===== src/rtl/decimal_keypad_pkg.sv =====
// Shared types and helpers for the decimal keypad controller.
package decimal_keypad_pkg;

    typedef enum logic [1:0] {
        StIdle,
        StDebounce,
        StCapture,
        StRelease
    } state_e;

    typedef logic [3:0] bcd_t;

    function automatic logic is_onehot10(input logic [9:0] v);
        return (v != 10'd0) && ((v & (v - 10'd1)) == 10'd0);
    endfunction

endpackage


===== src/rtl/decimal_bcd_enc.sv =====
// One-hot key pattern to BCD digit. Only meaningful for one-hot inputs.
module decimal_bcd_enc
    import decimal_keypad_pkg::*;
(
    input  logic [9:0] key_i,
    output bcd_t       bcd_o
);

    always_comb begin
        bcd_o = '0;
        for (int i = 0; i < 10; i++) begin
            if (key_i[i]) begin
                bcd_o = bcd_t'(i);
            end
        end
    end

endmodule


===== src/rtl/decimal_keypad_ctrl.sv =====
// Debounced 10-key decimal keypad front end feeding a small BCD digit FIFO.
module decimal_keypad_ctrl
    import decimal_keypad_pkg::*;
#(
    parameter int unsigned DEBOUNCE_CYCLES = 4,
    parameter int unsigned FIFO_DEPTH      = 4
) (
    input  logic                          clk,
    input  logic                          rst,
    input  logic [9:0]                    key,
    output logic [3:0]                    dig_bcd,
    output logic                          dig_valid,
    input  logic                          dig_ready,
    output logic                          err_multi,
    output logic                          overflow,
    output logic [$clog2(FIFO_DEPTH):0]   fifo_count
);

    localparam int unsigned CntW   = $clog2(DEBOUNCE_CYCLES + 1);
    localparam int unsigned PtrW   = $clog2(FIFO_DEPTH);
    localparam int unsigned CountW = PtrW + 1;

    state_e            state_q, state_d;
    logic [9:0]        pat_q, pat_d;
    logic [CntW-1:0]   cnt_q, cnt_d;
    logic              capture;

    bcd_t              mem_q [FIFO_DEPTH];
    logic [PtrW-1:0]   wr_ptr_q, rd_ptr_q;
    logic [CountW-1:0] count_q, count_d;
    logic              err_q, ovf_q;

    logic              push_req, push, pop;
    bcd_t              enc_bcd;

    decimal_bcd_enc u_enc (
        .key_i (pat_q),
        .bcd_o (enc_bcd)
    );

    always_comb begin
        state_d = state_q;
        pat_d   = pat_q;
        cnt_d   = cnt_q;
        capture = 1'b0;
        unique case (state_q)
            StIdle: begin
                if (key != 10'd0) begin
                    pat_d   = key;
                    cnt_d   = CntW'(1);
                    state_d = StDebounce;
                end
            end
            StDebounce: begin
                if (key == 10'd0) begin
                    pat_d   = '0;
                    cnt_d   = '0;
                    state_d = StIdle;
                end else if (key != pat_q) begin
                    pat_d = key;
                    cnt_d = CntW'(1);
                end else if (cnt_q == CntW'(DEBOUNCE_CYCLES)) begin
                    state_d = StCapture;
                end else begin
                    cnt_d = cnt_q + CntW'(1);
                end
            end
            StCapture: begin
                capture = 1'b1;
                cnt_d   = '0;
                state_d = StRelease;
            end
            StRelease: begin
                // Leave on the cycle the zero run reaches DEBOUNCE_CYCLES.
                if (key != 10'd0) begin
                    cnt_d = '0;
                end else if (cnt_q == CntW'(DEBOUNCE_CYCLES - 1)) begin
                    cnt_d   = '0;
                    pat_d   = '0;
                    state_d = StIdle;
                end else begin
                    cnt_d = cnt_q + CntW'(1);
                end
            end
            default: state_d = StIdle;
        endcase
    end

    always_comb begin
        push_req = capture && is_onehot10(pat_q);
        pop      = (count_q != '0) && dig_ready;
        push     = push_req && ((count_q < CountW'(FIFO_DEPTH)) || pop);
        count_d  = count_q;
        unique case ({push, pop})
            2'b10:   count_d = count_q + CountW'(1);
            2'b01:   count_d = count_q - CountW'(1);
            default: count_d = count_q;
        endcase
    end

    always_ff @(posedge clk) begin
        if (rst) begin
            state_q  <= StIdle;
            pat_q    <= '0;
            cnt_q    <= '0;
            wr_ptr_q <= '0;
            rd_ptr_q <= '0;
            count_q  <= '0;
            err_q    <= 1'b0;
            ovf_q    <= 1'b0;
        end else begin
            state_q <= state_d;
            pat_q   <= pat_d;
            cnt_q   <= cnt_d;
            count_q <= count_d;
            err_q   <= capture && !is_onehot10(pat_q);
            ovf_q   <= push_req && !push;
            if (push) wr_ptr_q <= wr_ptr_q + PtrW'(1);
            if (pop)  rd_ptr_q <= rd_ptr_q + PtrW'(1);
        end
    end

    always_ff @(posedge clk) begin
        if (!rst && push) begin
            mem_q[wr_ptr_q] <= enc_bcd;
        end
    end

    assign dig_valid  = (count_q != '0);
    assign dig_bcd    = dig_valid ? mem_q[rd_ptr_q] : 4'd0;
    assign err_multi  = err_q;
    assign overflow   = ovf_q;
    assign fifo_count = count_q;

endmodule


===== config.mk =====
export PLATFORM = sky130hd
export DESIGN_NAME = decimal_keypad_ctrl
export DESIGN_NICKNAME = d
export VERILOG_FILES = /design/src/rtl/decimal_keypad_pkg.sv /design/src/rtl/decimal_bcd_enc.sv /design/src/rtl/decimal_keypad_ctrl.sv
export SDC_FILE = /design/constraint.sdc
export NUM_CORES = 1
export LEC_CHECK = 0
export BUFFER_PORTS_ARGS = -buffer_cell sky130_fd_sc_hd__buf_2
export CAP_MARGIN = 20
export CORE_ASPECT_RATIO = 1.4
export CORE_MARGIN = 4
export CORE_UTILIZATION = 36
export DETAILED_ROUTE_END_ITERATION = 8
export HOLD_SLACK_MARGIN = 0.06
export PLACE_DENSITY = 0.59
export SETUP_SLACK_MARGIN = 0.2
export SLEW_MARGIN = 10
export SYNTH_ARGS = -nofsm -noshare
export SYNTH_HDL_FRONTEND = slang
export SYNTH_SLANG_ARGS = --single-unit

===== constraint.sdc =====
create_clock -name clk -period 3.6 [get_ports clk]
set_input_delay 0.72 -clock clk [delete_from_list [all_inputs] [get_ports clk]]
set_output_delay 0.72 -clock clk [all_outputs]
set_load 0.05 [all_outputs]

==> impl_metrics.tcl, run 1 <==
set metrics [dict create \
    wirelength_mm 4.98 \
    numCtsBuffers 5 \
    synth_top_family_by_area "simple AND/OR/NAND/NOR gates" \
    dpl.hpwl_mm 3.94 \
    finalCritPeriodShare 0.800 \
    fp.dieW_um 78.3 \
    final-max-slew-violation-count 0 \
    dr.pass1.iters 4 \
    remaining_drc_errors 0 \
    cts_tree "built" \
    cts_root_buffer "clkbuf_8" \
    postSynthCellCount 244 \
    routedWlPerCell_um 13.9 \
    arrival_ps 3100 \
    ys.flop_type "dfxtp_1" \
    p_sw_frac 0.274 \
    hp-class "reg -> reg" \
    die-height_um 106 \
    grt_pass1_wl_mm 8.59 \
    max_freq_ghz 0.347 \
    place_area_mm2 0.00268 \
    critPathKind "reg -> reg" \
    drive_gt1_frac 0.199 \
    syn_area_mm2 0.00249 \
    htreeDepth 2 \
    synth_edf_count 16 \
    ys_ff_latch 42 \
    track_usage 0.131 \
    seq_area_frac_synth 0.401 \
    place.gp.congestion 0.904 \
    setup_viol_count_final 0 \
    synthSimpleGateAreaFrac 0.228 \
    setup_tns_ps 0 \
    syn_nets 272 \
    yosys_warnings 0 \
    hold_viol 0 \
    cpPeakStageDelay_ps 470 \
    min_from "cnt_q[1]" \
    viasPerCell 5.07 \
    antenna_cells 0 \
    postSynthAreaPerCell_um2 10.2 \
    synthXorXnorAreaFrac 0.0492 \
    synth_compound_gate_area_share 0.105 \
    postCtsSetupRepairBufs 0 \
    end_kind "flip-flop" \
    clock-sinks 42 \
    p_sw_uw 276 \
    power_frac_seq 0.541 \
    core-area_mm2 0.00666 \
    start_util 0.375 \
    p_leak_nw 1.02 \
    clock_latency_ps 290 \
    rrSetupSlack_ps 720 \
    p_per_area_mw_per_mm2 364 \
    synth_cell_types 52 \
    clockBufferDepth 2 \
    start_kind "flip-flop" \
    worst_ir_drop_vdd_mv 0.153 \
    most-common-layout-cells "dfxtp_1 (26), buf_2 (22), inv_1 (17)" \
    cts-hold-fix-buffers 0 \
    placement.io_buffers 22 \
    worst_pin_slew_ps 657 \
    clkPwrFrac 0.287 \
    startpoint "pat_q[1]" \
    muxShareOfSynthArea 0.0863 \
    slowest_stage "nor4_1" \
    crit_chain "nor4_1 -> a21oi_1 -> a21oi_1 -> and4b_4 -> inv_1 -> ha_1 -> inv_1 -> fa_1 -> xor2_1 -> or3_1 -> a21oi_1" \
    synth_fa_ha_area_frac 0.0828 \
    rsz0062_at_grt "false" \
    crit_required_ps 3820 \
    syn2layout_area_growth_pct 10.8 \
    finish.net_count 293 \
    drt_iter0_markers 46 \
    antenna_left 0 \
    slew_headroom 0.560 \
    grt_max_degree 34 \
    fin_skew_ps 5.84 \
    final_common_cell "dfxtp_1" \
    combPwrFrac 0.173 \
    rows 35 \
    async_reset_ff_frac 0 \
    antenna_found_initial 0 \
    timing.rr.start "pat_q[1]" \
    final_area_mm2 0.00276 \
    cap_violations 0 \
    grt_overflow 0 \
    p_int_uw 729 \
    cts_resized 0 \
    cpMostUsedCell "a21oi_1" \
    dieArea_mm2 0.00834 \
    grt_pass1_vias 1843 \
    critPathMaxFanout 7 \
    clk_pin_slew_ps 80 \
    final.min_clock_period_ps 2880 \
    outcome "completed" \
    pin_count 23 \
    vias 1816 \
]
==> registers in the layout, summed over array words and instances, names as in the netlist, named ones only <==
signal,cells
pat_q,10
mem_q,16
cnt_q,3
state_q,1
overflow,1
rd_ptr_q,2
wr_ptr_q,2
fifo_count,3
err_multi,1
==> per-layer routing <==
layer,global-route usage,up-vias,wire length (µm)
met1,0.140,852,2010
met3,0.0237,14,156
met4,0.0663,0,188
met2,0.243,31,2620
met5,0,-,0
li1,-,919,-
==> stage by stage <==
stage                util  hold slack [ps]  setup slack, ps  cells  power [mW]
global placement    0.403              488              842    350       0.727
global route        0.415              553              424    358        1.06
floorplan               -              470              912    244       0.687
CTS                 0.415              520              701    358        1.02
finish              0.415              512              722    358        1.01
detailed placement  0.403              505              717    350       0.730
==> path summary, 6_finish.rpt <==
kind,depth (start not counted),end
min,2,cnt_q[1]
max,11,fifo_count[2]
min reg2reg,2,cnt_q[1]
max reg2reg,11,fifo_count[2]
==> cell families after synthesis <==
kind of cell / count (synthesis)
compound gates: 37
xor+xnor: 14
fa+ha+maj: 16
buf+inv: 27
flops: 42
mux: 16
simple gates: 92
==> power groups by stage <==
stage,registers (mW),logic [mW],clock network [mW]
after detailed placement,0.555,0.175,0
after floorplan,0.535,0.152,0
final,0.543,0.174,0.288
after CTS,0.543,0.176,0.301
after global placement,0.554,0.173,0
after global routing,0.548,0.195,0.322
==> worst max-delay path: cells and delay by family (launching register included) <==
family | cells | cell delay, ps
compound gates | 3 | 560
xor+xnor | 1 | 160
buf+inv | 2 | 120
fa+ha+maj | 2 | 540
simple gates | 3 | 1050
flops | 1 | 380
==> cell type report <==
type / count / area [µm²]
Sequential cell: 42 / 1000
Clock buffer: 6 / 72.6
Timing Repair Buffer: 24 / 125
Fill cell: 699 / 3890
Clock inverter: 2 / 10.0
Tap cell: 92 / 115
Inverter: 17 / 63.8
Multi-Input combinational cell: 175 / 1380
==> cells in the mapped netlist, types with 3 or more instances <==
cell type / n / area share
a211oi_1: 3 / 0.0090
a21oi_1: 11 / 0.022
and2_1: 7 / 0.018
and3_1: 5 / 0.013
and4_1: 3 / 0.011
buf_2: 4 / 0.0080
clkbuf_1: 4 / 0.0060
dfxtp_1: 26 / 0.21
edfxtp_1: 16 / 0.19
ha_1: 14 / 0.070
inv_1: 17 / 0.026
mux2i_1: 11 / 0.044
mux4_2: 4 / 0.036
nand2_1: 7 / 0.011
nand2b_1: 12 / 0.030
nand4_1: 6 / 0.015
nor2_1: 16 / 0.024
nor2b_1: 4 / 0.010
nor3_1: 4 / 0.0080
nor4_1: 5 / 0.013
o21ai_0: 7 / 0.014
or3_1: 3 / 0.0075
or3b_2: 6 / 0.021
xnor2_1: 9 / 0.032
xor2_1: 5 / 0.018
(Power assumes the default switching activity.)
==> inputs of run 2 (changes only) <==
Settings changed: ABC_AREA set to 1, PLACE_DENSITY 0.59 to 0.61.
Clock period 3.6 ns to 2.52 ns, I/O delays scaled along.
==> run 2 against run 1 <==
  * Final cell count up 28%
  * Non-clock buffer count up 7
  * Die area down 1.9%
  * Utilization up 1.4 points
  * Fmax up 32%
  * Cell area up 2.6%
  * Hold slack worse by 51 ps
  * Routed wire length up 1.3%
  * Clock skew up 0.80 ps
  * Critical path depth up 1
  * Largest power group is now combinational cells
==> impl_metrics.tcl, run 2 <==
set metrics [dict create \
    outcome "completed" \
    finalCoreUtilization 0.429 \
    reg2reg_to "fifo_count[1]" \
    p_int_mw 1.61 \
    synth_edf_count 16 \
    grt_overflow 0 \
    grt_max_degree 21 \
    async_reset_ff_frac 0 \
    cap_violations 0 \
    cts-hold-fix-buffers 0 \
    slew_headroom 0.750 \
    hp-class "in -> reg" \
    drive_gt1_frac 0.193 \
    path_depth 12 \
    cpPeakStageDelay_ps 430 \
    timing.rr.start "pat_q[1]" \
    cts_tree "built" \
    cts_root_buffer "clkbuf_8" \
    crit_required_ps 2750 \
    final_common_cell "nand2_1" \
    clkPwrFrac 0.145 \
    wirelength_mm 5.05 \
    dieArea_mm2 0.00818 \
    track_usage 0.130 \
    ys.flop_type "dfxtp_1" \
    rows 35 \
    largest_register "mem_q" \
    numCtsBuffers 5 \
    dpl.hpwl_mm 3.92 \
    grt_pass1_wl_mm 8.73 \
    finalCritPeriodShare 0.868 \
    slowest_stage "fa_2" \
    dr.pass1.iters 4 \
    vias 2099 \
    syn_area_mm2 0.00244 \
    drt_iter0_markers 122 \
    seq_area_frac_synth 0.410 \
    ys_ff_latch 42 \
    critPathBufInv 1 \
    yosysTopAreaCellShare 0.213 \
    final-max-slew-violation-count 0 \
    final.min_clock_period_ps 2190 \
    setup_viol_count_final 0 \
    combPwrFrac 0.482 \
    remaining_drc_errors 0 \
    antenna_found_initial 0 \
    antenna_cells 0 \
    synth_cell_types 25 \
    power_frac_seq 0.373 \
    fin_skew_ps 6.63 \
    most-common-layout-cells "nand2_1 (62), nor2_1 (60), inv_1 (43)" \
    yosysMostFrequentCell "nor2_1" \
    rrSetupSlack_ps 330 \
    largest_reg_flops 16 \
    p_leak_nw 1.26 \
    rsz0062_at_grt "false" \
    end_kind "flip-flop" \
    pin_count 23 \
    die-height_um 105 \
    min_from "rst" \
    core-area_mm2 0.00661 \
    clock-sinks 42 \
    arrival_ps 2410 \
    worst_ir_drop_vdd_mv 0.449 \
    hold_viol 0 \
    placement.io_buffers 22 \
    antenna_left 0 \
    crit_chain "nor2_2 -> nand2_2 -> nor2_2 -> o21ai_1 -> nor3b_2 -> nand3_2 -> ha_2 -> inv_2 -> fa_2 -> nor2_1 -> a21oi_1 -> nor2_1" \
    clock_latency_ps 290 \
    syn_nets 362 \
    finish.net_count 394 \
    pre_cts_ws_ps 207 \
    postSynthCellCount 334 \
    worst_pin_slew_ps 374 \
    htreeDepth 2 \
    p_sw_frac 0.441 \
    start_util 0.369 \
    postSynthAreaPerCell_um2 7.31 \
    place.gp.congestion 0.811 \
    clockBufferDepth 2 \
    crit_family "simple AND/OR/NAND/NOR gates" \
    hold_depth 2 \
    max_freq_ghz 0.457 \
    reg2reg_depth 12 \
    reg.largest.list "mem_q x16, pat_q x10" \
    setup_tns_ps 0 \
    grt_pass1_vias 2033 \
    start_kind "flip-flop" \
    syn2layout_area_growth_pct 16.1 \
    hold_path_end "fifo_count[1]" \
    setup_ws_ps 333 \
    routedWlPerCell_um 11.0 \
    yosys_warnings 0 \
    fp.dieW_um 77.6 \
    critPathKind "reg -> reg" \
    critPathMaxFanout 5 \
    p_per_area_mw_per_mm2 1010 \
    clk_pin_slew_ps 80 \
    p_sw_mw 1.27 \
    viasPerCell 4.57 \
    synth_area_leader_cell "dfxtp_1" \
    synth_commonest_cells "nor2_1 (64), nand2_1 (63), inv_1 (44), a21oi_1 (31), dfxtp_1 (26)" \
    synth.area.top_cells "dfxtp_1 (21%), edfxtp_1 (20%), nor2_1 (9.8%), nand2_1 (9.7%), ha_1 (7.2%)" \
]
[run 2: layout make-up]
cell class / instances / area (µm²)
repair buffers: 31 / 178
fillers: 666 / 3780
inverters: 45 / 169
flip-flops and latches: 42 / 1010
clock inverters: 2 / 10.0
well taps: 92 / 115
multi-input cells: 241 / 1280
clock buffers: 6 / 72.6
[run 2: stage by stage]
stage	hold WS, ps	area [µm²]	std cells	power [mW]
after detailed placement	463	2690	449	2.37
after global routing	473	2840	459	3.14
after floorplan	438	2450	334	2.05
after global placement	448	2690	449	2.35
final	462	2840	459	2.88
after CTS	445	2780	457	2.81
[run 2: what timing repair did]
action                     CTS  global route
buffers inserted             0             2
resized for setup            0            22
setup endpoints to repair    0             2
[run 2: kinds of logic after synthesis]
| kind of cell | count (synthesis) | synth area share |
|---|---|---|
| AND/OR/NAND/NOR | 165 | 0.296 |
| AO/OA/AOI/OAI | 57 | 0.118 |
| buffers and inverters | 51 | 0.0820 |
| flip-flops | 42 | 0.410 |
| adder cells (fa/ha/maj) | 15 | 0.0799 |
| XOR/XNOR | 4 | 0.0143 |
[run 2: power groups by stage]
stage	Combinational [mW]	Sequential (mW)	Clock, mW
2_1_floorplan	1.00	1.05	0
3_3_place_gp	1.31	1.05	0
3_5_place_dp	1.32	1.05	0
4_1_cts	1.32	1.04	0.444
5_1_grt	1.57	1.10	0.468
6_report	1.39	1.07	0.418
[run 2: worst max path at each step]
stage / startpoint / end / slack [ps]
after global placement: dig_ready / fifo_count[1] / 210
after detailed placement: pat_q[6] / fifo_count[2] / 210
after CTS: pat_q[6] / fifo_count[1] / 210
after floorplan: fifo_count[2] / fifo_count[2] / 260
after global routing: pat_q[1] / fifo_count[1] / 180
final: pat_q[1] / fifo_count[1] / 330
[run 2: layer usage]
layer  routed length (µm)  global-route usage  up-vias
met5                    0                   0        -
li1                     -                   -     1137
met4                   55              0.0433        0
met3                  140              0.0256        5
met1                 2170               0.145      936
met2                 2680               0.240       21
[run 2: worst reg2reg max path, stage by stage (launching register included)]
cell and delay [ps]:
dfxtp_2 350, nor2_2 140, nand2_2 110, nor2_2 120, o21ai_1 90, nor3b_2 240, nand3_2 150, ha_2 220
inv_2 70, fa_2 430, nor2_1 90, a21oi_1 40, nor2_1 70
==> inputs of run 3 (changes only) <==
--- a/config.mk
+++ b/config.mk
@@ -14,5 +14,4 @@
 export DETAILED_ROUTE_END_ITERATION = 8
 export HOLD_SLACK_MARGIN = 0.06
-export PLACE_DENSITY = 0.61
 export SETUP_SLACK_MARGIN = 0.2
 export SLEW_MARGIN = 10
==> constraint.sdc (replaced) <==
create_clock -name clk -period 2.52 [get_ports clk]
set_input_delay 0.504 -clock clk [delete_from_list [all_inputs] [get_ports clk]]
set_output_delay 0.504 -clock clk [all_outputs]
set_load 0.1 [all_outputs]
==> run 3 against run 2 <==
  * Sequential share of layout area grew 0.069 points
  * First-iteration DRC count shrank 37%
  * Highest routed layer unchanged
  * Combinational power grew 10%
==> impl_metrics.tcl, run 3 (synthesis results as in run 2) <==
set metrics [dict create \
    outcome "completed" \
    track_usage 0.129 \
    setup_tns_ps 0 \
    pre_cts_ws_ps 137 \
    setup_viol_count_final 0 \
    most-common-layout-cells "nand2_1 (62), nor2_1 (60), inv_1 (42)" \
    fin_skew_ps 10.4 \
    setup_ws_ps 342 \
    critPathKind "reg -> reg" \
    rrSetupSlack_ps 340 \
    reg2reg_depth 10 \
    start_kind "flip-flop" \
    antenna_cells 0 \
    end_kind "flip-flop" \
    antenna_left 0 \
    hold_viol 0 \
    dieArea_mm2 0.00818 \
    dpl.hpwl_mm 3.86 \
    fillerInstances 688 \
    timing.rr.start "pat_q[4]" \
    syn2layout_area_growth_pct 17.0 \
    p_per_area_mw_per_mm2 1060 \
    pin_count 23 \
    clock-sinks 42 \
    final-max-slew-violation-count 0 \
    min_from "rst" \
    final_common_cell "nand2_1" \
    reg.largest.list "mem_q x16, pat_q x10" \
    drive_gt1_frac 0.199 \
    critPathMaxFanout 6 \
    cts-hold-fix-buffers 0 \
    start_util 0.369 \
    layout.cells.non_filler 459 \
    reg2reg_to "mem_q[1][2]" \
    die-height_um 105 \
    wirelength_mm 4.92 \
    slew_headroom 0.677 \
    routedWlPerCell_um 10.7 \
    fp.dieW_um 77.6 \
    viasPerCell 4.61 \
    crit_required_ps 2470 \
    antenna_found_initial 0 \
    cap_violations 0 \
    grt_overflow 0 \
    place.gp.congestion 0.796 \
    grt_pass1_vias 2053 \
    p_leak_nw 1.27 \
    rsz0062_at_grt "false" \
    core-area_mm2 0.00661 \
    cts_tree "built" \
    numCtsBuffers 5 \
    clockBufferDepth 2 \
    worst_ir_drop_vdd_mv 0.647 \
    final.min_clock_period_ps 2180 \
    grt_max_degree 21 \
    hold_depth 2 \
    drt_iter0_markers 77 \
    remaining_drc_errors 0 \
    htreeDepth 2 \
    placement.io_buffers 22 \
    finish.net_count 394 \
    hold_path_end "cnt_q[1]" \
    clk_pin_slew_ps 80 \
    finalCoreUtilization 0.432 \
    final_area_mm2 0.00286 \
    finalPower_mw 3.02 \
    arrival_ps 2130 \
    vias 2117 \
    grt_pass1_wl_mm 8.63 \
    rows 35 \
    place_area_mm2 0.00271 \
    hp-class "in -> reg" \
    dp.cells 447 \
    largest_register "mem_q" \
    max_freq_ghz 0.459 \
    hold_ws_ps 462 \
    largest_reg_flops 16 \
    clock_latency_ps 290 \
    dr.pass1.iters 4 \
    finalCritPeriodShare 0.864 \
    cts_root_buffer "clkbuf_8" \
    worst_pin_slew_ps 487 \
]
run 3: changes by cell type in the layout (fill, tap and decap cells not counted), moves of 3 or more:
cell / delta
a21oi_1: -3
dfxtp_4: +4
dfxtp_2: -4
a21oi_2: +3
run 3: timing repair:
action	4_1_cts	5_1_grt
endpoints found under the setup margin	2	18
pin swaps	2	4
buffers inserted	2	2
gates resized for setup	0	20
run 3: layer usage:
layer,track usage,part of all wire,vias to the layer above
li1,-,-,1134
met1,0.139,0.42,955
met2,0.242,0.54,22
met3,0.0239,0.024,6
met4,0.0496,0.015,0
met5,0,0,-
run 3: critical path, cell delays in order, from the launching register on:
cell and delay [ps]:
dfxtp_4 380, nor2_4 130, nand2_1 100, nor2_4 100, a21oi_1 80, nor3b_2 270
buf_4 150, buf_4 90, and2_4 150, nand3_4 80, nor2_1 310
run 3: area by class of cell:
class | instances | area [µm²] | share of cell area
clock inverters | 2 | 10.0 | 0.00350
repair buffers | 31 | 178 | 0.0622
well taps | 92 | 115 | 0.0403
inverters | 45 | 169 | 0.0591
multi-input cells | 241 | 1290 | 0.451
clock buffers | 6 | 72.6 | 0.0254
flip-flops and latches | 42 | 1020 | 0.358
run 3: where the power goes:
group	internal [mW]	switching [mW]
Sequential	0.917	0.161
Clock	0.192	0.221
Combinational	0.545	0.981
Total	1.65	1.36
run 3: worst max path at each step:
stage                  start             to  cells after the start  slack, ps
2_1_floorplan  fifo_count[2]  fifo_count[2]                     12        220
3_5_place_dp       dig_ready  fifo_count[1]                     12        140
3_3_place_gp       dig_ready  fifo_count[1]                     12        220
6_report            pat_q[4]    mem_q[1][2]                     10        340
5_1_grt             pat_q[5]  fifo_count[1]                     13        170
4_1_cts             pat_q[4]  fifo_count[2]                     14        220
